<file path="src/rtl/clb_switch_box_multictx_if.sv">
// Bundle for the multi-context switch box: config chain, bank control, fabric.
// master drives config and *_in wires; slave is the switch box itself.
interface clb_switch_box_multictx_if #(
    parameter int WS   = 4,
    parameter int WD   = 8,
    parameter int NCTX = 2
);
    localparam int CW = (NCTX > 1) ? $clog2(NCTX) : 1;

    logic            cen;
    logic            shift_in;
    logic            shift_out;
    logic            set_in;
    logic [CW-1:0]   wr_ctx;
    logic            swap_req;
    logic [CW-1:0]   swap_ctx;
    logic [CW-1:0]   active_ctx;
    logic            live_valid;
    logic [NCTX-1:0] ctx_valid;
    logic            cfg_err;

    logic [WS-1:0] north_single_in, east_single_in;
    logic [WS-1:0] south_single_in, west_single_in;
    logic [WS-1:0] north_single_out, east_single_out;
    logic [WS-1:0] south_single_out, west_single_out;
    logic [WD-1:0] north_double_in, east_double_in;
    logic [WD-1:0] south_double_in, west_double_in;
    logic [WD-1:0] north_double_out, east_double_out;
    logic [WD-1:0] south_double_out, west_double_out;

    modport master (
        output cen, shift_in, set_in, wr_ctx, swap_req, swap_ctx,
        output north_single_in, east_single_in,
        output south_single_in, west_single_in,
        output north_double_in, east_double_in,
        output south_double_in, west_double_in,
        input  shift_out, active_ctx, live_valid, ctx_valid, cfg_err,
        input  north_single_out, east_single_out,
        input  south_single_out, west_single_out,
        input  north_double_out, east_double_out,
        input  south_double_out, west_double_out
    );

    modport slave (
        input  cen, shift_in, set_in, wr_ctx, swap_req, swap_ctx,
        input  north_single_in, east_single_in,
        input  south_single_in, west_single_in,
        input  north_double_in, east_double_in,
        input  south_double_in, west_double_in,
        output shift_out, active_ctx, live_valid, ctx_valid, cfg_err,
        output north_single_out, east_single_out,
        output south_single_out, west_single_out,
        output north_double_out, east_double_out,
        output south_double_out, west_double_out
    );
endinterface

</file>
<file path="src/rtl/clb_switch_box_multictx.sv">
// Multi-context unidirectional CLB switch box: NCTX banks behind one shift
// chain, atomic swap into a live register that drives the routing muxes.
// Ports: clk, rst (async high), bus (slave modport: config chain, set/swap
// control, status, and N/E/S/W single and double wire bundles).
//
// Config layout (2-bit select per output, 0 = off, k = side (s+k)%4,
// sides N=0 E=1 S=2 W=3):
//   single track i, side s : conf[(i*4+s)*2 +: 2]
//   double pair j,  side s : conf[WS*8+(j*4+s)*2 +: 2]
// A double pair is staggered: out[2j] takes in[2j+1] and out[2j+1] takes
// in[2j] from the selected side.
module clb_switch_box_multictx #(
    parameter int WS   = 4,
    parameter int WD   = 8,
    parameter int NCTX = 2
) (
    input logic clk,
    input logic rst,
    clb_switch_box_multictx_if.slave bus
);
    localparam int CONF_W = (WS + WD / 2) * 8;
    localparam int CW     = (NCTX > 1) ? $clog2(NCTX) : 1;
    localparam int BW     = $clog2(CONF_W + 2);
    localparam int ND     = WD / 2;

    localparam logic [BW-1:0] CNT_FULL = BW'(CONF_W);
    localparam logic [BW-1:0] CNT_SAT  = BW'(CONF_W + 1);

    logic [CONF_W-1:0] shreg;
    logic [BW-1:0]     bit_cnt;
    logic [CONF_W-1:0] bank [NCTX];
    logic [NCTX-1:0]   ctx_valid;
    logic [CONF_W-1:0] live_conf;
    logic [CW-1:0]     active_ctx;
    logic              live_valid;
    logic              cfg_err;

    logic wr_ok, set_fail, swap_ok, swap_fail;

    assign wr_ok = bus.set_in && (bit_cnt == CNT_FULL)
                && (32'(bus.wr_ctx) < NCTX);
    assign set_fail = bus.set_in && !wr_ok;

    // Swap looks at pre-edge bank contents and validity, so a same-cycle
    // set to the same index is not visible until the next swap.
    assign swap_ok = bus.swap_req && (32'(bus.swap_ctx) < NCTX)
                  && ctx_valid[bus.swap_ctx];
    assign swap_fail = bus.swap_req && !swap_ok;

    always_ff @(posedge clk or posedge rst) begin
        if (rst) begin
            shreg      <= '0;
            bit_cnt    <= '0;
            ctx_valid  <= '0;
            live_conf  <= '0;
            active_ctx <= '0;
            live_valid <= 1'b0;
            cfg_err    <= 1'b0;
            for (int k = 0; k < NCTX; k++) begin
                bank[k] <= '0;
            end
        end else begin
            if (bus.set_in) begin
                bit_cnt <= '0;
                if (wr_ok) begin
                    bank[bus.wr_ctx]      <= shreg;
                    ctx_valid[bus.wr_ctx] <= 1'b1;
                end
            end else if (bus.cen) begin
                shreg <= {shreg[CONF_W-2:0], bus.shift_in};
                if (bit_cnt != CNT_SAT) begin
                    bit_cnt <= bit_cnt + 1'b1;
                end
            end

            if (swap_ok) begin
                live_conf  <= bank[bus.swap_ctx];
                active_ctx <= bus.swap_ctx;
                live_valid <= 1'b1;
            end

            // A lone successful swap leaves the flag alone.
            if (bus.set_in || swap_fail) begin
                cfg_err <= set_fail || swap_fail;
            end
        end
    end

    assign bus.shift_out  = shreg[CONF_W-1];
    assign bus.active_ctx = active_ctx;
    assign bus.live_valid = live_valid;
    assign bus.ctx_valid  = ctx_valid;
    assign bus.cfg_err    = cfg_err;

    logic [3:0][WS-1:0] s_in, s_out;
    logic [3:0][WD-1:0] d_in, d_out;

    assign s_in = {bus.west_single_in, bus.south_single_in,
                   bus.east_single_in, bus.north_single_in};
    assign d_in = {bus.west_double_in, bus.south_double_in,
                   bus.east_double_in, bus.north_double_in};

    for (genvar s = 0; s < 4; s++) begin : g_side
        for (genvar i = 0; i < WS; i++) begin : g_single
            logic [1:0] sel, src;
            logic       en;
            assign sel = live_conf[(i*4+s)*2 +: 2];
            assign src = 2'(s) + sel;
            assign en  = live_valid && (sel != 2'd0);
            assign s_out[s][i] = en && s_in[src][i];
        end
        for (genvar j = 0; j < ND; j++) begin : g_double
            logic [1:0] sel, src;
            logic       en;
            assign sel = live_conf[WS*8+(j*4+s)*2 +: 2];
            assign src = 2'(s) + sel;
            assign en  = live_valid && (sel != 2'd0);
            assign d_out[s][2*j]   = en && d_in[src][2*j+1];
            assign d_out[s][2*j+1] = en && d_in[src][2*j];
        end
    end

    assign bus.north_single_out = s_out[0];
    assign bus.east_single_out  = s_out[1];
    assign bus.south_single_out = s_out[2];
    assign bus.west_single_out  = s_out[3];
    assign bus.north_double_out = d_out[0];
    assign bus.east_double_out  = d_out[1];
    assign bus.south_double_out = d_out[2];
    assign bus.west_double_out  = d_out[3];
endmodule

</file>
<file path="src/flat_wrapper.sv">
// flat-port wrapper written by rule: the top's interface ports become plain ports
module clb_switch_box_multictx_flat 
#(
    parameter int WS   = 4,
    parameter int WD   = 8,
    parameter int NCTX = 2
)
  (clk, rst, bus_cen, bus_shift_in, bus_set_in, bus_wr_ctx, bus_swap_req, bus_swap_ctx, bus_north_single_in, bus_east_single_in, bus_south_single_in, bus_west_single_in, bus_north_double_in, bus_east_double_in, bus_south_double_in, bus_west_double_in, bus_shift_out, bus_active_ctx, bus_live_valid, bus_ctx_valid, bus_cfg_err, bus_north_single_out, bus_east_single_out, bus_south_single_out, bus_west_single_out, bus_north_double_out, bus_east_double_out, bus_south_double_out, bus_west_double_out);
  clb_switch_box_multictx_if #(.WS(WS), .WD(WD), .NCTX(NCTX)) bus_i ();
  input logic clk;
  input logic rst;
  input wire logic [$bits(bus_i.cen)-1:0] bus_cen;
  input wire logic [$bits(bus_i.shift_in)-1:0] bus_shift_in;
  input wire logic [$bits(bus_i.set_in)-1:0] bus_set_in;
  input wire logic [$bits(bus_i.wr_ctx)-1:0] bus_wr_ctx;
  input wire logic [$bits(bus_i.swap_req)-1:0] bus_swap_req;
  input wire logic [$bits(bus_i.swap_ctx)-1:0] bus_swap_ctx;
  input wire logic [$bits(bus_i.north_single_in)-1:0] bus_north_single_in;
  input wire logic [$bits(bus_i.east_single_in)-1:0] bus_east_single_in;
  input wire logic [$bits(bus_i.south_single_in)-1:0] bus_south_single_in;
  input wire logic [$bits(bus_i.west_single_in)-1:0] bus_west_single_in;
  input wire logic [$bits(bus_i.north_double_in)-1:0] bus_north_double_in;
  input wire logic [$bits(bus_i.east_double_in)-1:0] bus_east_double_in;
  input wire logic [$bits(bus_i.south_double_in)-1:0] bus_south_double_in;
  input wire logic [$bits(bus_i.west_double_in)-1:0] bus_west_double_in;
  output wire logic [$bits(bus_i.shift_out)-1:0] bus_shift_out;
  output wire logic [$bits(bus_i.active_ctx)-1:0] bus_active_ctx;
  output wire logic [$bits(bus_i.live_valid)-1:0] bus_live_valid;
  output wire logic [$bits(bus_i.ctx_valid)-1:0] bus_ctx_valid;
  output wire logic [$bits(bus_i.cfg_err)-1:0] bus_cfg_err;
  output wire logic [$bits(bus_i.north_single_out)-1:0] bus_north_single_out;
  output wire logic [$bits(bus_i.east_single_out)-1:0] bus_east_single_out;
  output wire logic [$bits(bus_i.south_single_out)-1:0] bus_south_single_out;
  output wire logic [$bits(bus_i.west_single_out)-1:0] bus_west_single_out;
  output wire logic [$bits(bus_i.north_double_out)-1:0] bus_north_double_out;
  output wire logic [$bits(bus_i.east_double_out)-1:0] bus_east_double_out;
  output wire logic [$bits(bus_i.south_double_out)-1:0] bus_south_double_out;
  output wire logic [$bits(bus_i.west_double_out)-1:0] bus_west_double_out;
  assign bus_i.cen = bus_cen;
  assign bus_i.shift_in = bus_shift_in;
  assign bus_i.set_in = bus_set_in;
  assign bus_i.wr_ctx = bus_wr_ctx;
  assign bus_i.swap_req = bus_swap_req;
  assign bus_i.swap_ctx = bus_swap_ctx;
  assign bus_i.north_single_in = bus_north_single_in;
  assign bus_i.east_single_in = bus_east_single_in;
  assign bus_i.south_single_in = bus_south_single_in;
  assign bus_i.west_single_in = bus_west_single_in;
  assign bus_i.north_double_in = bus_north_double_in;
  assign bus_i.east_double_in = bus_east_double_in;
  assign bus_i.south_double_in = bus_south_double_in;
  assign bus_i.west_double_in = bus_west_double_in;
  assign bus_shift_out = bus_i.shift_out;
  assign bus_active_ctx = bus_i.active_ctx;
  assign bus_live_valid = bus_i.live_valid;
  assign bus_ctx_valid = bus_i.ctx_valid;
  assign bus_cfg_err = bus_i.cfg_err;
  assign bus_north_single_out = bus_i.north_single_out;
  assign bus_east_single_out = bus_i.east_single_out;
  assign bus_south_single_out = bus_i.south_single_out;
  assign bus_west_single_out = bus_i.west_single_out;
  assign bus_north_double_out = bus_i.north_double_out;
  assign bus_east_double_out = bus_i.east_double_out;
  assign bus_south_double_out = bus_i.south_double_out;
  assign bus_west_double_out = bus_i.west_double_out;
  clb_switch_box_multictx #(.WS(WS), .WD(WD), .NCTX(NCTX)) u_core (.clk(clk), .rst(rst), .bus(bus_i));
endmodule
</file>
<file path="config.mk">
export PLATFORM = sky130hd
export DESIGN_NAME = clb_switch_box_multictx_flat
export DESIGN_NICKNAME = d
export VERILOG_FILES = /design/src/rtl/clb_switch_box_multictx_if.sv /design/src/rtl/clb_switch_box_multictx.sv /design/src/flat_wrapper.sv
export SDC_FILE = /design/constraint.sdc
export NUM_CORES = 1
export LEC_CHECK = 0
export ABC_CLOCK_PERIOD_IN_PS = 9000
export CORE_UTILIZATION = 53
export DETAILED_ROUTE_END_ITERATION = 8
export PLACE_DENSITY = 0.81
export SYNTH_ARGS = -nofsm -noshare
export SYNTH_HDL_FRONTEND = slang
export SYNTH_SLANG_ARGS = --single-unit
</file>
<file path="constraint.sdc">
create_clock -name clk -period 9 [get_ports clk]
set_input_delay 1.8 -clock clk [delete_from_list [all_inputs] [get_ports clk]]
set_output_delay 1.8 -clock clk [all_outputs]
set_load 0.02 [all_outputs]
</file>
Yosys cells after proc, flatten, opt, wreduce, memory -nomap -nowiden
Index checks and enable logic that the tools add are counted.
{ "totals": {"ff_bits": 268, "in_bits": 56, "output_inout_bits": 54, "word_cells": 282} }
{ "op_classes": {"add_sub_neg": 25, "n_lt_le_gt_ge": 38, "n_eq_ne": 2, "n_mux": 77, "bitwise_logic": 4, "reduce_logical": 127} }
{ "op_table": {"columns": ["cell", "n"], "rows": [
  ["binary-select mux 8 bit (select 2 bit)", 16],
  ["two-way mux 64 bit", 4],
  ["binary-select mux 4 bit (select 2 bit)", 16],
  ["bitwise mux 128 bit", 1],
  ["less-than comparator 2 x 3 -> 1 bit (second input constant)", 32],
  ["logical AND 1 bit", 86],
  ["nonzero test 2 bit", 34],
  ["demux 64 bit (select 1 bit)", 1],
  ["adder 2 bit (first input constant)", 16],
  ["two-way mux 4 bit", 8],
  ["two-way mux 8 bit", 4],
  ["two-way mux 6 bit", 4],
  ["two-way mux 7 bit", 3],
  ["adder 1 x 2 -> 2 bit (first input constant)", 8],
  ["two-way mux 2 bit", 8],
  ["two-way mux 3 bit", 4],
  ["adder 7 x 1 -> 7 bit (second input constant)", 1],
  ["equality test 7 bit (second input constant)", 1],
  ["two-way mux 1 bit", 7],
  ["inequality test 7 bit (second input constant)", 1],
  ["AND reduction 2 bit", 3],
  [">= comparator 2 bit (second input constant)", 2],
  ["less-than comparator 1 x 2 -> 1 bit (second input constant)", 2],
  ["inverter 1 -> 2 bit", 2],
  ["7 further kinds", 9]
]} }

Longest topological paths before layout
Gate-level depths: netlist of run 1.
{ "depth": {"word_depth": 6, "ltp_mapped": 7, "ltp_nobuf": 5} }

Worst setup path after synthesis of run 1
No wires, ideal clock.
{ "synth_path": {"kind": "in2out", "startpoint": "in bus_east_single_in[0]", "endpoint": "out bus_east_single_out[0]", "arrival_time_ns": 3.081, "required_ns": 7.200, "slack_ns": 4.119, "stages": 3, "n_path_buf": 0, "cell_sequence": "nor2b_1 > a211oi_1 > a2111oi_0"} }
{ "synth_between": {"elab_chain_len": 3} }
{ "synth_rtl": {"columns": ["element", "line", "text"], "rows": [
  ["start, declared", "flat_wrapper.sv:19", "input wire logic [$bits(bus_i.east_single_in)-1:0] bus_east_single_in;"],
  ["binary-select mux 4 bit (select 2 bit)", "clb_switch_box_multictx.sv:110", "assign s_out[s][i] = en && s_in[src][i];"],
  ["two-way mux 1 bit (not written as such)", "clb_switch_box_multictx.sv:110", null],
  ["logical AND 1 bit", "clb_switch_box_multictx.sv:110", null],
  ["end, declared", "flat_wrapper.sv:32", "output wire logic [$bits(bus_i.east_single_out)-1:0] bus_east_single_out;"]
]} }
No other way between the ends. The select of a mux whose other input is x is not followed.

Worst setup path after layout of run 1
{ "layout_path": {"startpoint": "in bus_east_double_in[7]", "endpoint": "out bus_west_double_out[6]"} }
{ "layout_between": {"elab_chain_len": 3} }
{ "layout_rtl": {"columns": ["element", "line", "text"], "rows": [
  ["start, declared", "flat_wrapper.sv:23", "input wire logic [$bits(bus_i.east_double_in)-1:0] bus_east_double_in;"],
  ["binary-select mux 8 bit (select 2 bit)", "clb_switch_box_multictx.sv:118", "assign d_out[s][2*j] = en && d_in[src][2*j+1];"],
  ["two-way mux 8 bit (not written as such)", "clb_switch_box_multictx.sv:118", null],
  ["logical AND 1 bit", "clb_switch_box_multictx.sv:118", null],
  ["end, declared", "flat_wrapper.sv:38", "output wire logic [$bits(bus_i.west_double_out)-1:0] bus_west_double_out;"]
]} }
No other way between the ends. The select of a mux whose other input is x is not followed.

==> results of run 1 <==
[power breakdown]
group	switching [mW]	total [mW]	internal, mW
logic	0.0794	0.164	0.0843
registers	0.0319	1.27	1.24
clock network	0.437	1.05	0.617
total	0.548	2.49	1.94
[cell usage after synthesis]
master / number
dfrtp_1: 268
mux2_2: 169
mux2i_1: 105
a21oi_1: 56
mux2_4: 49
inv_1: 38
a31oi_1: 32
nand2_1: 27
clkbuf_1: 25
nand3b_1: 20
ha_1: 19
mux4_2: 16
nor3b_1: 16
buf_1: 14
nor2_1: 10
nor2b_1: 10
a2111oi_0: 8
a211oi_1: 8
buf_2: 8
buf_6: 6
a22oi_1: 4
nand2b_1: 4
xor2_1: 3
nand3_1: 2
nand4_1: 2
nor3_1: 2
nor4_1: 2
o21ai_0: 2
or2_2: 2
or3_1: 2
o22ai_1: 1
o41a_1: 1
or4_4: 1
or4b_4: 1
[routing by layer]
| layer | GRT usage | wire [um] | vias to the layer above |
|---|---|---|---|
| met5 | 0 | 0 | - |
| met3 | 0.0269 | 962 | 30 |
| li1 | - | - | 3595 |
| met1 | 0.286 | 11200 | 3989 |
| met2 | 0.358 | 12000 | 143 |
| met4 | 0.0495 | 365 | 0 |
[how the worst max path moves through the flow]
stage,start,endpoint,slack [ps],cells past startpoint
after detailed placement,bus_west_double_in[6],bus_west_double_out[7],3460,4
after global placement,bus_west_double_in[6],bus_west_double_out[7],3470,4
after global routing,bus_west_double_in[6],bus_west_double_out[7],3330,4
final,bus_east_double_in[7],bus_west_double_out[6],3420,4
after floorplan,rst,u_core.bank[0],3660,1
after CTS,bus_west_double_in[6],bus_west_double_out[7],3460,4
[critical path, stage by stage]
cell	delay, ps
clkdlybuf4s50_1	530
mux4_2	300
nor3b_1	440
clkdlybuf4s50_1	710
[registers in the layout, summed over array words and instances (netlist names)]
name	count
u_core.bus.ctx_valid	2
u_core.bank	128
u_core.bus.cfg_err	1
u_core.live_conf	64
u_core.bus.active_ctx	1
u_core.bit_cnt	7
u_core.bus.live_valid	1
u_core.shreg	64
[per-stage QoR]
stage	setup WS (ps)	hold slack [ps]	instance area [um^2]	power (mW)
floorplan	3660	479	12700	1.39
global placement	3470	488	14000	1.45
detailed placement	3460	494	14000	1.46
CTS	3460	508	14900	2.52
global route	3330	514	14900	2.59
finish	3420	505	14900	2.49
[layout make-up]
class                      instances  area (um^2)  area share
tap                              319          399      0.0269
timing repair buffer             119         1170      0.0788
clock inverter                     7         42.5     0.00286
inverter                          38          146     0.00985
multi-input combinational        574         5590       0.376
clock buffer                      41          808      0.0544
sequential                       268         6710       0.451
[kinds of logic after synthesis]
logic type / count (synthesis) / share of synthesized area
multiplexers: 339 / 0.319
flip-flops: 268 / 0.529
AO/OA/AOI/OAI: 112 / 0.0527
AND/OR/NAND/NOR: 101 / 0.0467
buffers and inverters: 91 / 0.0313
adder cells (fa/ha/maj): 19 / 0.0188
XOR/XNOR: 3 / 0.00207
==> run metrics, run 1 <==
#FFs+latches synth=268; setup TNS=0 ps; max cap viols=0; Top Ports=110; critical path type=in2out; commonest non-fill, non-tap cell in the layout=dfrtp_1; Post-Route Utilization=0.633; Layout Cells excl Fill=1366; critical path capture point type=output pin; Placed Cells=approximately 1300; drt first pass iters=4; status=completed; final hold violation count=0; R2R cell count=4; row cnt=56; routability cong.=0.836; Min-Delay Startpoint=u_core.bank[93]; effective utilization at floorplan=0.540; DRT antenna net count=0; hold buffer count at CTS=0; via count of the first global-routing pass=7891; fmax=179 MHz; worst r2r src=u_core.bit_cnt[3]; skew final=12.2 ps; routed vias=7757; fill cell count=between 1500 and 2000; largest net degree at the start of global routing=160; initial antenna violation count=0; minimum clock period=5580 ps; reg-to-reg slack, setup=just over 6000 ps; # diodes=0; total CTS buffers=27; Slew @ Worst Pin=931 ps; Detail Placement HPWL=roughly 15000 um; hold endpoint=u_core.bank[93]; P&R area growth vs syn=17.2%; CP Max Fanout=4; Cell Area, Synth=between 10000 and 15000 um^2; mean post-synth cell area=13.6 um^2; Final setup viols=0; Skew-Pair Late Insertion Delay=520 ps; Port Buffers=around 110; worst vdd ir=between 90 and 100 uV; Leakage=approximately 7.5 nW; Die Y=between 150 and 200 um; die area=24500 um^2; Max clock buf depth=3; layout cells sized above 1=0.283; Synth area leaders=dfrtp_1 53%, mux2_2 15%, mux2i_1 8.3%, mux2_4 5.8%, mux4_2 2.8%; global-route wire length before repair=roughly 40000 um; clock sinks=268; depth of the CTS H-tree=1; path category of the worst min-delay check=reg2reg; Nets=~1100; GR Overflow Total=0; r2r endpoint=u_core.bank[47]; syn_nets=1008; Total GRT Usage=0.210; CP Data Required Time=a little over 7000 ps; 1st-iter DRT viols=approximately 440; clock-pin slew on the worst setup and hold paths=around 60 ps; Core Box Area=23500 um^2; Synth cell types=34; wire per inst=18.0 um; CTS tree=done; Die W=157 um; Synth area leader=dfrtp_1; Max Slew Vio Count=0; Setup Buffers After CTS=0; share of the synthesized area in the top cell type=0.529; Routed WL=24600 um; Ys Warns=0; unrepaired setup endpoints after global routing=false; Mapped Cells=933; Max-slew headroom=0.380; post-synthesis sequential area ratio=0.529; post-cts sizing count=0; Critical Path AT=3780 ps; DRC Markers=0; WHS Path Cells=1; Vias/cell=5.68; most frequent cells in the layout=268 x dfrtp_1, 169 x mux2_2, 107 x clkdlybuf4s50_1, 105 x mux2i_1, 56 x a21oi_1; crit path launch type=input pin; period utilization=0.620; root buffer cell=clkbuf_16; power per cell area=167 nW/um^2
Power figures use the tool's default switching activity.
==> run 2, diff against run 1 <==
--- a/config.mk
+++ b/config.mk
@@ -5,7 +5,7 @@
 export SDC_FILE = /design/constraint.sdc
 export NUM_CORES = 1
 export LEC_CHECK = 0
-export ABC_CLOCK_PERIOD_IN_PS = 9000
+export ABC_CLOCK_PERIOD_IN_PS = 4500
 export CORE_UTILIZATION = 53
 export DETAILED_ROUTE_END_ITERATION = 8
 export PLACE_DENSITY = 0.81
==> constraint.sdc (replaced) <==
create_clock -name clk -period 4.5 [get_ports clk]
set_input_delay 0.9 -clock clk [delete_from_list [all_inputs] [get_ports clk]]
set_output_delay 0.9 -clock clk [all_outputs]
set_load 0.02 [all_outputs]
==> run 2 against run 1 <==
  * Global-route usage rose by 0.38 points
  * Setup slack got worse by 2700 ps
  * Flip-flop and latch count did not move
  * Combinational power rose by 100%
  * Critical endpoint is now bus_east_double_out[6]
  * Largest power group unchanged
==> run metrics, run 2 (synthesized netlist as in run 1, its figures left out) <==
minimum clock period=3790 ps; Skew-Pair Late Insertion Delay=530 ps (was 520 ps); Top Ports=110 (unchanged); commonest non-fill, non-tap cell in the layout=dfrtp_1 (unchanged); critical path type=reg2out (was in2out); Core Box Area=23500 um^2 (unchanged); Vias/cell=5.68 (about the same); cell area after layout=15000 um^2 (was 14900 um^2); Final setup viols=0 (unchanged); DRC Markers=0 (unchanged); crit path launch type=register (was input pin); die area=24500 um^2 (unchanged); CP Max Fanout=3 (was 4); initial antenna violation count=0 (unchanged); max cap viols=0 (unchanged); Slew @ Worst Pin=878 ps (was 931 ps); Die Y=157 um (unchanged); Routed WL=24800 um (was 24600 um); CP Data Required Time=3600 ps (was 7200 ps); drt first pass iters=5 (was 4); CTS tree=done (unchanged); Die W=157 um (unchanged); total CTS buffers=27 (unchanged); via count of the first global-routing pass=8201 (was 7891); skew final=7.35 ps (was 12.2 ps); routed vias=7774 (was 7757); Max-slew headroom=0.414 (was 0.380); R2R cell count=4 (unchanged); final hold violation count=0 (unchanged); largest net degree at the start of global routing=83 (was 160); Max clock buf depth=3 (unchanged); critical path capture point type=output pin (unchanged); worst r2r src=u_core.bit_cnt[3] (unchanged); CP endpoint=bus_east_double_out[6] (was bus_west_double_out[6]); path category of the worst min-delay check=reg2reg (unchanged); fmax=between 200 and 300 MHz; Max Slew Vio Count=0 (unchanged); clock-pin slew on the worst setup and hold paths=60 ps (about the same); status=completed (unchanged); layout cells sized above 1=0.289 (was 0.283); root buffer cell=clkbuf_16 (unchanged); global-route wire length before repair=41800 um (was 41100 um); GR Overflow Total=0 (unchanged); DP Area=14100 um^2 (was 14000 um^2); worst vdd ir=250 uV (was 99.3 uV); most frequent cells in the layout=268 x dfrtp_1, 169 x mux2_2, 107 x clkdlybuf4s50_1, 105 x mux2i_1, 56 x a21oi_1 (unchanged); reg-to-reg slack, setup=1980 ps (was 6190 ps); Setup Buffers After CTS=0 (unchanged); Total GRT Usage=0.214 (was 0.210); Leakage=7.53 nW (was 7.48 nW); Nets=1107 (was 1103); power per cell area=339 nW/um^2 (was 167 nW/um^2); Top reg by flops=u_core.bank (unchanged); # diodes=0 (unchanged); Critical Path AT=2890 ps (was 3780 ps); beginning of the critical path=u_core.live_conf[58] (was bus_east_double_in[7]); post-cts sizing count=0 (unchanged); P&R area growth vs syn=18.0% (was 17.2%); routability cong.=0.824 (was 0.836); DRT antenna net count=0 (unchanged); unrepaired setup endpoints after global routing=false (unchanged); row cnt=56 (unchanged); fill cell count=1748 (was 1756); Port Buffers=109 (unchanged); total power=5.07 mW (was 2.49 mW); effective utilization at floorplan=0.540 (unchanged); wire per inst=18.1 um (was 18.0 um); r2r endpoint=u_core.bank[31] (was u_core.bank[47]); Detail Placement HPWL=15900 um (was 15400 um); largest registers=u_core.bank x128, u_core.live_conf x64, u_core.shreg x64 (unchanged); depth of the CTS H-tree=1 (unchanged); clock sinks=268 (unchanged); 1st-iter DRT viols=475 (was 442); Largest register FFs=128 (unchanged); period utilization=0.843; setup TNS=0 ps (unchanged); Post-Route Utilization=0.637 (was 0.633); hold buffer count at CTS=0 (unchanged)
run 2: stage by stage:
| step | instances | hold slack, ps | worst slack (ps) |
|---|---|---|---|
| global placement | 1322 | 487 | 717 |
| floorplan | 933 | 479 | 60.5 |
| global route | 1369 | 520 | 581 |
| finish | 1369 | 505 | 706 |
| detailed placement | 1322 | 495 | 725 |
| CTS | 1369 | 508 | 663 |
run 2: routing by layer:
layer | track usage | vias to the layer above | wire length (um) | part of all wire
li1 | - | 3604 | - | -
met1 | 0.280 | 3976 | 11300 | 0.46
met2 | 0.370 | 153 | 12000 | 0.49
met3 | 0.0249 | 41 | 907 | 0.037
met4 | 0.0696 | 0 | 580 | 0.023
met5 | 0 | - | 0 | 0
run 2: worst min-delay path by stage:
stage	from	cells past startpoint	to	slack [ps]
final	u_core.bank[52]	1	u_core.bank[52]	500
after global routing	u_core.bank[92]	1	u_core.bank[92]	520
after CTS	u_core.bank[106]	1	u_core.bank[106]	510
after detailed placement	u_core.bank[35]	1	u_core.bank[35]	490
after global placement	u_core.bank[51]	1	u_core.bank[51]	490
after floorplan	u_core.bank[59]	1	u_core.bank[59]	480
run 2: layout make-up:
| class | instances | area (um^2) | share of cell area |
|---|---|---|---|
| Clock buffer | 36 | 779 | 0.0521 |
| Sequential cell | 268 | 6710 | 0.448 |
| Clock inverter | 11 | 92.6 | 0.00619 |
| Timing Repair Buffer | 123 | 1250 | 0.0836 |
| Tap cell | 319 | 399 | 0.0267 |
| Multi-Input combinational cell | 574 | 5590 | 0.373 |
| Inverter | 38 | 146 | 0.00979 |
run 2: worst max-delay path: stages (launching register included):
cell,delay [ps]
dfrtp_1,400
inv_1,70
ha_1,350
mux4_2,360
nor3b_1,480
clkdlybuf4s50_1,710
run 2: power breakdown:
part,total [mW],internal (mW),switching [mW]
combinational,0.332,0.173,0.160
clock,2.19,1.27,0.919
sequential,2.54,2.48,0.0667
==> run 3, diff against run 2 <==
--- a/config.mk
+++ b/config.mk
@@ -5,10 +5,10 @@
 export SDC_FILE = /design/constraint.sdc
 export NUM_CORES = 1
 export LEC_CHECK = 0
-export ABC_CLOCK_PERIOD_IN_PS = 4500
-export CORE_UTILIZATION = 53
+export ABC_CLOCK_PERIOD_IN_PS = 3830
+export CORE_UTILIZATION = 58
 export DETAILED_ROUTE_END_ITERATION = 8
-export PLACE_DENSITY = 0.81
+export PLACE_DENSITY = 0.84
 export SYNTH_ARGS = -nofsm -noshare
 export SYNTH_HDL_FRONTEND = slang
 export SYNTH_SLANG_ARGS = --single-unit
==> constraint.sdc (replaced) <==
create_clock -name clk -period 3.83 [get_ports clk]
set_input_delay 0.766 -clock clk [delete_from_list [all_inputs] [get_ports clk]]
set_output_delay 0.766 -clock clk [all_outputs]
set_load 0.02 [all_outputs]
==> run 3 against run 2 <==
  * Final cell count fell by 2.7%
  * Critical path depth fell by 1
  * Sequential power rose by 18%
  * Global-route usage rose by 3.0 points
  * Worst hold slack barely moved
  * Flip-flop and latch count did not move
  * Highest routed layer is now met5
  * Setup slack got worse by 530 ps
  * Count of clock-buffer cells in the layout rose by 1
  * Clock skew rose by 14 ps
==> run metrics, run 3 (synthesized netlist as in run 1, its figures left out) <==
max cap viols=0 (unchanged); CP endpoint=bus_west_double_out[6] (was bus_east_double_out[6]); skew final=21.1 ps (was 7.35 ps); reg-to-reg slack, setup=1330 ps (was 1980 ps); routed vias=7864 (was 7774); Max-slew headroom=0.499 (was 0.414); commonest non-fill, non-tap cell in the layout=dfrtp_1 (unchanged); worst vdd ir=307 uV (was 250 uV); sequential share of power=0.486 (was 0.502); DP Area=14100 um^2 (about the same); logic gate share of total power=0.064 (was 0.066); pre-CTS setup slack=447 ps (was 725 ps); most frequent cells in the layout=268 x dfrtp_1, 169 x mux2_2, 107 x clkdlybuf4s50_1, 105 x mux2i_1, 56 x a21oi_1 (unchanged); initial antenna violation count=2 (was 0); R2R cell count=4 (unchanged); slowest CP cell=clkdlybuf4s50_1 (unchanged); worst r2r src=u_core.bit_cnt[3] (unchanged); register area=6710 um^2 (unchanged); total power=6.14 mW (was 5.07 mW); Multi-input gate area=5590 um^2 (unchanged); Detail Placement HPWL=16500 um (was 15900 um); Largest register FFs=128 (unchanged); r2r endpoint=u_core.bank[13] (was u_core.bank[31]); Post-Route Utilization=0.709 (was 0.637); crit path launch type=register (unchanged); layout cells sized above 1=0.291 (was 0.289); Total GRT Usage=0.243 (was 0.214); 1st-iter DRT viols=395 (was 475); minimum clock period=3650 ps; CTS tree=done (unchanged); Switching Power=1.35 mW (was 1.15 mW); Routed WL=25900 um (was 24800 um); DRC Markers=0 (unchanged); WHS Path Cells=1 (unchanged); hold buffer count at CTS=0 (unchanged); Buf+Inv Stages, Crit Path=3 (was 2); Port Buffers=109 (unchanged); total CTS buffers=27 (unchanged); via count of the first global-routing pass=8438 (was 8201); period utilization=0.953; internal cell power=4.80 mW (was 3.92 mW); root buffer cell=clkbuf_16 (unchanged); path category of the worst min-delay check=reg2reg (unchanged); effective utilization at floorplan=0.597 (was 0.540); Worst path max stage delay=720 ps (was 710 ps); fill cell count=1426 (was 1748); clock sinks=268 (unchanged); Hold WS=505 ps (about the same); setup ws final=178 ps (was 706 ps); beginning of the critical path=u_core.bus.live_valid (was u_core.live_conf[58]); setup TNS=0 ps (unchanged); Die Y=150 um (was 157 um); Skew-Pair Late Insertion Delay=540 ps (was 530 ps); CP Max Fanout=32 (was 3); Leakage=7.59 nW (was 7.53 nW); status=completed (unchanged); clock-pin slew on the worst setup and hold paths=60 ps (about the same); Top Ports=110 (unchanged); critical path type=reg2out (unchanged); Max Slew Vio Count=0 (unchanged); unrepaired setup endpoints after global routing=false (unchanged); power per cell area=408 nW/um^2 (was 339 nW/um^2); global-route wire length before repair=43300 um (was 41800 um); Die W=150 um (was 157 um); Vias/cell=5.90 (was 5.68); Top reg by flops=u_core.bank (unchanged); Max clock buf depth=3 (unchanged); critical path capture point type=output pin (unchanged); DRT antenna net count=0 (unchanged); Core Box Area=21200 um^2 (was 23500 um^2); Slew @ Worst Pin=751 ps (was 878 ps); fmax=between 200 and 300 MHz; Final setup viols=0 (unchanged); routability cong.=0.849 (was 0.824); wire per inst=19.5 um (was 18.1 um); P&R area growth vs syn=18.7% (was 18.0%); Nets=1112 (was 1107); Layout Cells excl Fill=1332 (was 1369); die area=22500 um^2 (was 24500 um^2); post-cts sizing count=0 (unchanged); GR Overflow Total=0 (unchanged); Setup Buffers After CTS=0 (unchanged); depth of the CTS H-tree=1 (unchanged); largest registers=u_core.bank x128, u_core.live_conf x64, u_core.shreg x64 (unchanged); Crit path depth=4 (was 5); cell area after layout=15000 um^2 (about the same); Worst path top cell family by delay=buffers and inverters (unchanged); row cnt=53 (was 56); Placed Cells=1283 (was 1322); Critical Path AT=2890 ps (about the same); CP Data Required Time=3060 ps (was 3600 ps); final hold violation count=0 (unchanged); drt first pass iters=4 (was 5); Cell Chain, Critical Path=clkinv_1 > buf_4 > nor3b_1 > clkdlybuf4s50_1 (was inv_1 > ha_1 > mux4_2 > nor3b_1 > clkdlybuf4s50_1); largest net degree at the start of global routing=99 (was 83); clock share of power=0.450 (was 0.432); Switching Fraction=0.220 (was 0.226)
-- run 3: layout make-up --
| class | count | share of cell area |
|---|---|---|
| Antenna cell | 1 | 0.000166 |
| Clock buffer | 37 | 0.0514 |
| Clock inverter | 11 | 0.0110 |
| Inverter | 38 | 0.00973 |
| Multi-Input combinational cell | 574 | 0.371 |
| Sequential cell | 268 | 0.446 |
| Tap cell | 275 | 0.0229 |
| Timing Repair Buffer | 128 | 0.0881 |
-- run 3: routing by layer --
layer  part of all wire  track usage
met5            0.00050            0
met4              0.019       0.0641
met3              0.041       0.0320
met2               0.51        0.427
met1               0.43        0.318
-- run 3: worst min-delay path by stage --
| stage | start | endpoint | slack (ps) |
|---|---|---|---|
| floorplan | u_core.bank[59] | u_core.bank[59] | 480 |
| global placement | u_core.bank[54] | u_core.bank[54] | 490 |
| detailed placement | u_core.bank[63] | u_core.bank[63] | 490 |
| CTS | u_core.bank[63] | u_core.bank[63] | 510 |
| global route | u_core.bank[82] | u_core.bank[82] | 510 |
| finish | u_core.bank[53] | u_core.bank[53] | 510 |
-- run 3: power groups by stage --
stage | Combinational (mW) | Clock, mW | Sequential, mW
after floorplan | 0.243 | 0 | 3.01
after global placement | 0.388 | 0 | 3.03
after detailed placement | 0.399 | 0 | 3.04
after CTS | 0.400 | 2.80 | 2.99
after global routing | 0.432 | 2.91 | 3.00
final | 0.394 | 2.76 | 2.99
==> RTL change 1, RTL diff (config.mk and constraints of run 1) <==
`WS` is set to 4 in 3 places; all go to 2. Comments in the files are not updated.
--- a/src/rtl/clb_switch_box_multictx_if.sv
+++ b/src/rtl/clb_switch_box_multictx_if.sv
@@ -1,7 +1,7 @@
 // Bundle for the multi-context switch box: config chain, bank control, fabric.
 // master drives config and *_in wires; slave is the switch box itself.
 interface clb_switch_box_multictx_if #(
-    parameter int WS   = 4,
+    parameter int WS   = 2,
     parameter int WD   = 8,
     parameter int NCTX = 2
 );
--- a/src/rtl/clb_switch_box_multictx.sv
+++ b/src/rtl/clb_switch_box_multictx.sv
@@ -10,7 +10,7 @@
 // A double pair is staggered: out[2j] takes in[2j+1] and out[2j+1] takes
 // in[2j] from the selected side.
 module clb_switch_box_multictx #(
-    parameter int WS   = 4,
+    parameter int WS   = 2,
     parameter int WD   = 8,
     parameter int NCTX = 2
 ) (
--- a/src/flat_wrapper.sv
+++ b/src/flat_wrapper.sv
@@ -1,7 +1,7 @@
 // flat-port wrapper written by rule: the top's interface ports become plain ports
 module clb_switch_box_multictx_flat 
 #(
-    parameter int WS   = 4,
+    parameter int WS   = 2,
     parameter int WD   = 8,
     parameter int NCTX = 2
 )
Ports: changed (8 resized); port bits go from 110 to 94. The function was not compared with the original's and may differ.
==> RTL change 1 against run 1 <==
Power is 19% lower; die area is 24% lower; cell area is 23% lower; critical endpoint is now bus_west_single_out[0]; worst setup slack better by 0.036 ns; count of clock-buffer cells in the layout is 17 lower; first-iteration DRC count is 22% lower; wire length is 22% lower; sequential cell count is 65 lower; synthesized area is 24% lower; critical path type unchanged.
==> RTL change 1: results (changes against run 1) <==
<table>
<tr><th>Metric</th><th>Value</th></tr>
<tr><th colspan="2">Outcome</th></tr>
<tr><td>Outcome</td><td>complete, no violations (unchanged)</td></tr>
<tr><th colspan="2">Finish</th></tr>
<tr><td>Number of filler instances in the final layout</td><td>1,290 (was 1,756)</td></tr>
<tr><td>Share of layout cells above drive strength 1</td><td>27.2% (was 28.3%)</td></tr>
<tr><td>Final-stage net count</td><td>868 (was 1,103)</td></tr>
<tr><th colspan="2">GRT</th></tr>
<tr><td>Met3 routing resource usage after global routing</td><td>2.56% (was 2.69%)</td></tr>
<tr><td>Wire length of the first global-routing pass</td><td>32.3 mm (was 41.1 mm)</td></tr>
<tr><td>Met2 usage</td><td>37.6% (was 35.8%)</td></tr>
<tr><td>GRT Total Usage</td><td>21.6% (was 21.0%)</td></tr>
<tr><th colspan="2">Logic synthesis</th></tr>
<tr><td>Part of the Yosys area used for sequential elements</td><td>52.7% (was 52.9%)</td></tr>
<tr><td>Most numerous cell types in the synthesized netlist</td><td>dfrtp_1, mux2_2, mux2i_1 (unchanged)</td></tr>
<tr><td>Post-Synthesis Net Count</td><td>786 (was 1,008)</td></tr>
<tr><td>Mean cell area of the mapped netlist</td><td>13.3 sq um (was 13.6 sq um)</td></tr>
<tr><td>Number of library cell types mapped by synthesis</td><td>39 (was 34)</td></tr>
<tr><td>Top area cells in the synthesized netlist</td><td>dfrtp_1, mux2_2, mux2i_1, mux4_2, a21oi_1 (was dfrtp_1, mux2_2, mux2i_1, mux2_4, mux4_2)</td></tr>
<tr><th colspan="2">Detailed routing</th></tr>
<tr><td>Drt via density</td><td>5.79 (was 5.68)</td></tr>
<tr><td>Routed via count</td><td>6,040 (was 7,757)</td></tr>
<tr><td>Wire length after detailed routing</td><td>19.2 mm (was 24.6 mm)</td></tr>
<tr><td>Starting DRC count in detailed routing</td><td>344 (was 442)</td></tr>
<tr><th colspan="2">STA</th></tr>
<tr><td>Transition time at the pin with the least slew margin</td><td>1.09 ns (was 0.931 ns)</td></tr>
<tr><td>Hold slack</td><td>0.491 ns (was 0.505 ns)</td></tr>
<tr><th colspan="2">Placement</th></tr>
<tr><td>Placed Instance Area</td><td>10,700 sq um (was 14,000 sq um)</td></tr>
<tr><td>Routability Congestion</td><td>0.807 (was 0.836)</td></tr>
<tr><td>Post-detailed-placement half-perimeter wirelength</td><td>12.1 mm (was 15.4 mm)</td></tr>
<tr><th colspan="2">Clock tree</th></tr>
<tr><td>Clock insertion delay at the later pin of the skew report</td><td>0.49 ns (was 0.52 ns)</td></tr>
<tr><th colspan="2">Power</th></tr>
<tr><td>Switching share of power</td><td>22.7% (was 22.0%)</td></tr>
<tr><td>Total power per unit cell area</td><td>176 nW/um^2 (was 167 nW/um^2)</td></tr>
<tr><td>Combinational fraction of design power</td><td>7.6% (was 6.6%)</td></tr>
<tr><td>Worst supply voltage drop on vdd</td><td>0.000147 V (was 0.0000993 V)</td></tr>
</table>
RTL change 1: cell type report:
class / instances / area share, %
clock buffer: 24 / 4.80
clock inverter: 13 / 1.37
inverter: 31 / 1.09
multi-input combinational: 448 / 37.2
sequential: 203 / 44.6
tap: 225 / 2.47
timing repair buffer: 100 / 8.54
RTL change 1: cells by family after synthesis:
kind of cell             Yosys count  share of synthesized area (%)
AO/OA/AOI/OAI                     88                           5.41
XOR/XNOR                           2                          0.182
adder cells (fa/ha/maj)           15                           1.95
buffers and inverters             72                           3.44
flip-flops                       203                           52.7
multiplexers                     257                           30.9
AND/OR/NAND/NOR                   86                           5.40
RTL change 1: through the flow:
stage | total power [mW] | worst slack, ns
floorplan | 1.09 | 1.66
CTS | 2.03 | 3.46
finish | 2.01 | 3.46
global placement | 1.14 | 3.61
global route | 2.08 | 3.30
detailed placement | 1.15 | 3.48
RTL change 1: layer usage:
layer  routed length (um)  vias up
met5                    0        -
met4                  207        0
met3                  737       21
met2                 9730      141
met1                 8530     3067
li1                     -     2811
RTL change 1: final timing paths:
| kind | startpoint | to | cells after the start |
|---|---|---|---|
| setup reg to reg | u_core.bus.ctx_valid[1] | u_core.live_conf[35] | 3 |
| min in group asynchronous | rst | u_core.bit_cnt[4] | 2 |
| max in group asynchronous | rst | u_core.live_conf[6] | 3 |
| hold / removal | u_core.bank[59] | u_core.bank[59] | 1 |
| hold reg to reg | u_core.bank[59] | u_core.bank[59] | 1 |
| setup / recovery | bus_west_single_in[0] | bus_west_single_out[0] | 5 |
RTL change 1: worst max-delay path: stages:
cell and delay, ns:
clkdlybuf4s50_1 0.51, nor2b_1 0.14, a211oi_1 0.05, a2111oi_0 0.53, clkdlybuf4s50_1 0.71
==> RTL change 2, RTL diff (settings of run 1) <==
Without the edit above. Reset style: synchronous (`rst`), changed in one clocked block. Comments in the files are not updated.
--- a/src/rtl/clb_switch_box_multictx.sv
+++ b/src/rtl/clb_switch_box_multictx.sv
@@ -47,7 +47,7 @@
                   && ctx_valid[bus.swap_ctx];
     assign swap_fail = bus.swap_req && !swap_ok;
 
-    always_ff @(posedge clk or posedge rst) begin
+    always_ff @(posedge clk) begin
         if (rst) begin
             shreg      <= '0;
             bit_cnt    <= '0;
Check against the original RTL: differs if rst is asserted again (counterexample within 4 cycles, from zero or initial values and one cycle with rst high); with rst held inactive, the same outputs for 4 cycles.
==> RTL change 2 against run 1 <==
Synthesized area up 2.6%; critical path depth up 1; power up 1.5%; wire length up 11%; register-to-register slack worse by 0.14 ns; synthesized cell count up 28%; worst setup slack better by 0.034 ns; cell area up 0.32%; sequential cell count unchanged; critical path type unchanged; critical endpoint is now bus_west_single_out[3]; largest cell class unchanged.
==> RTL change 2: results (changes against run 1) <==
<table>
<tr><th>Metric</th><th>Value</th></tr>
<tr><th colspan="2">Outcome</th></tr>
<tr><td>Outcome</td><td>complete, no violations (unchanged)</td></tr>
<tr><th colspan="2">Power</th></tr>
<tr><td>Switching share of power</td><td>21.9% (was 22.0%)</td></tr>
<tr><td>Psw</td><td>552 uW (was 548 uW)</td></tr>
<tr><td>Static Leakage</td><td>4.34 nW (was 7.48 nW)</td></tr>
<tr><th colspan="2">Logic synthesis</th></tr>
<tr><td>Cells after synthesis</td><td>1,195 (was 933)</td></tr>
<tr><td>Share of flip-flops with an asynchronous set or reset after synthesis</td><td>0% (was 100%)</td></tr>
<tr><td>Most numerous cell types in the synthesized netlist</td><td>nand2_1, a21oi_1, dfxtp_1 (was dfrtp_1, mux2_2, mux2i_1)</td></tr>
<tr><td>Mux cell area share after synthesis</td><td>10.6% (was 31.9%)</td></tr>
<tr><td>Post-synthesis xor/xnor area fraction</td><td>0.135% (was 0.207%)</td></tr>
<tr><td>Cell area after synthesis</td><td>13,000 sq um (was 12,700 sq um)</td></tr>
<tr><th colspan="2">Finish</th></tr>
<tr><td>Clock network area share</td><td>5.74% (was 5.73%)</td></tr>
<tr><td>Number of filler instances in the final layout</td><td>1,798 (was 1,756)</td></tr>
<tr><td>Count of inverters other than clock inverters in the layout</td><td>100 (was 38)</td></tr>
<tr><td>Count of clock-net buffers in the final layout</td><td>37 (was 41)</td></tr>
<tr><td>Share of layout cells above drive strength 1</td><td>18.0% (was 28.3%)</td></tr>
<tr><td>Total number of multi-input combinational cells</td><td>736 (was 574)</td></tr>
<tr><td>Layout sequential cell count</td><td>268 (unchanged)</td></tr>
<tr><td>Final-stage net count</td><td>1,330 (was 1,103)</td></tr>
<tr><th colspan="2">Placement</th></tr>
<tr><td>Routability Congestion</td><td>0.791 (was 0.836)</td></tr>
<tr><th colspan="2">STA</th></tr>
<tr><td>Clock Skews</td><td>0.0101 ns (was 0.0122 ns)</td></tr>
<tr><th colspan="2">Detailed routing</th></tr>
<tr><td>Drt via density</td><td>5.67 (was 5.68)</td></tr>
<tr><td>Starting DRC count in detailed routing</td><td>636 (was 442)</td></tr>
<tr><th colspan="2">GRT</th></tr>
<tr><td>Largest net degree at the start of global routing</td><td>98 (was 160)</td></tr>
<tr><td>GR Layer Usage met1</td><td>30.4% (was 28.6%)</td></tr>
<tr><td>Met3 routing resource usage after global routing</td><td>3.10% (was 2.69%)</td></tr>
</table>
## RTL change 2: cell count changes in the layout (fill, tap and decap cells not counted), moves of 84 or more
cell | run 1 | this run
nand2_1 | 26 | 147
a21oi_1 | 56 | 140
dfxtp_1 | 0 | 140
edfxtp_1 | 0 | 128
dfrtp_1 | 268 | 0
nor3_2 | 0 | 120
mux2_2 | 169 | 25
## RTL change 2: metrics by stage
step	worst slack, ns	util, %
after CTS	3.47	62.8
after global routing	3.35	62.8
final	3.46	62.8
after detailed placement	3.48	59.2
after global placement	3.54	59.2
after floorplan	4.12	-
## RTL change 2: final timing paths
check | start | slack, ns | to
worst max register to register | u_core.bit_cnt[0] | 6.05 | u_core.bank[1][55]
worst max-delay path | bus_west_single_in[3] | 3.46 | bus_west_single_out[3]
worst min register to register | u_core.shreg[33] | 0.47 | u_core.shreg[34]
worst min-delay path | u_core.shreg[33] | 0.47 | u_core.shreg[34]
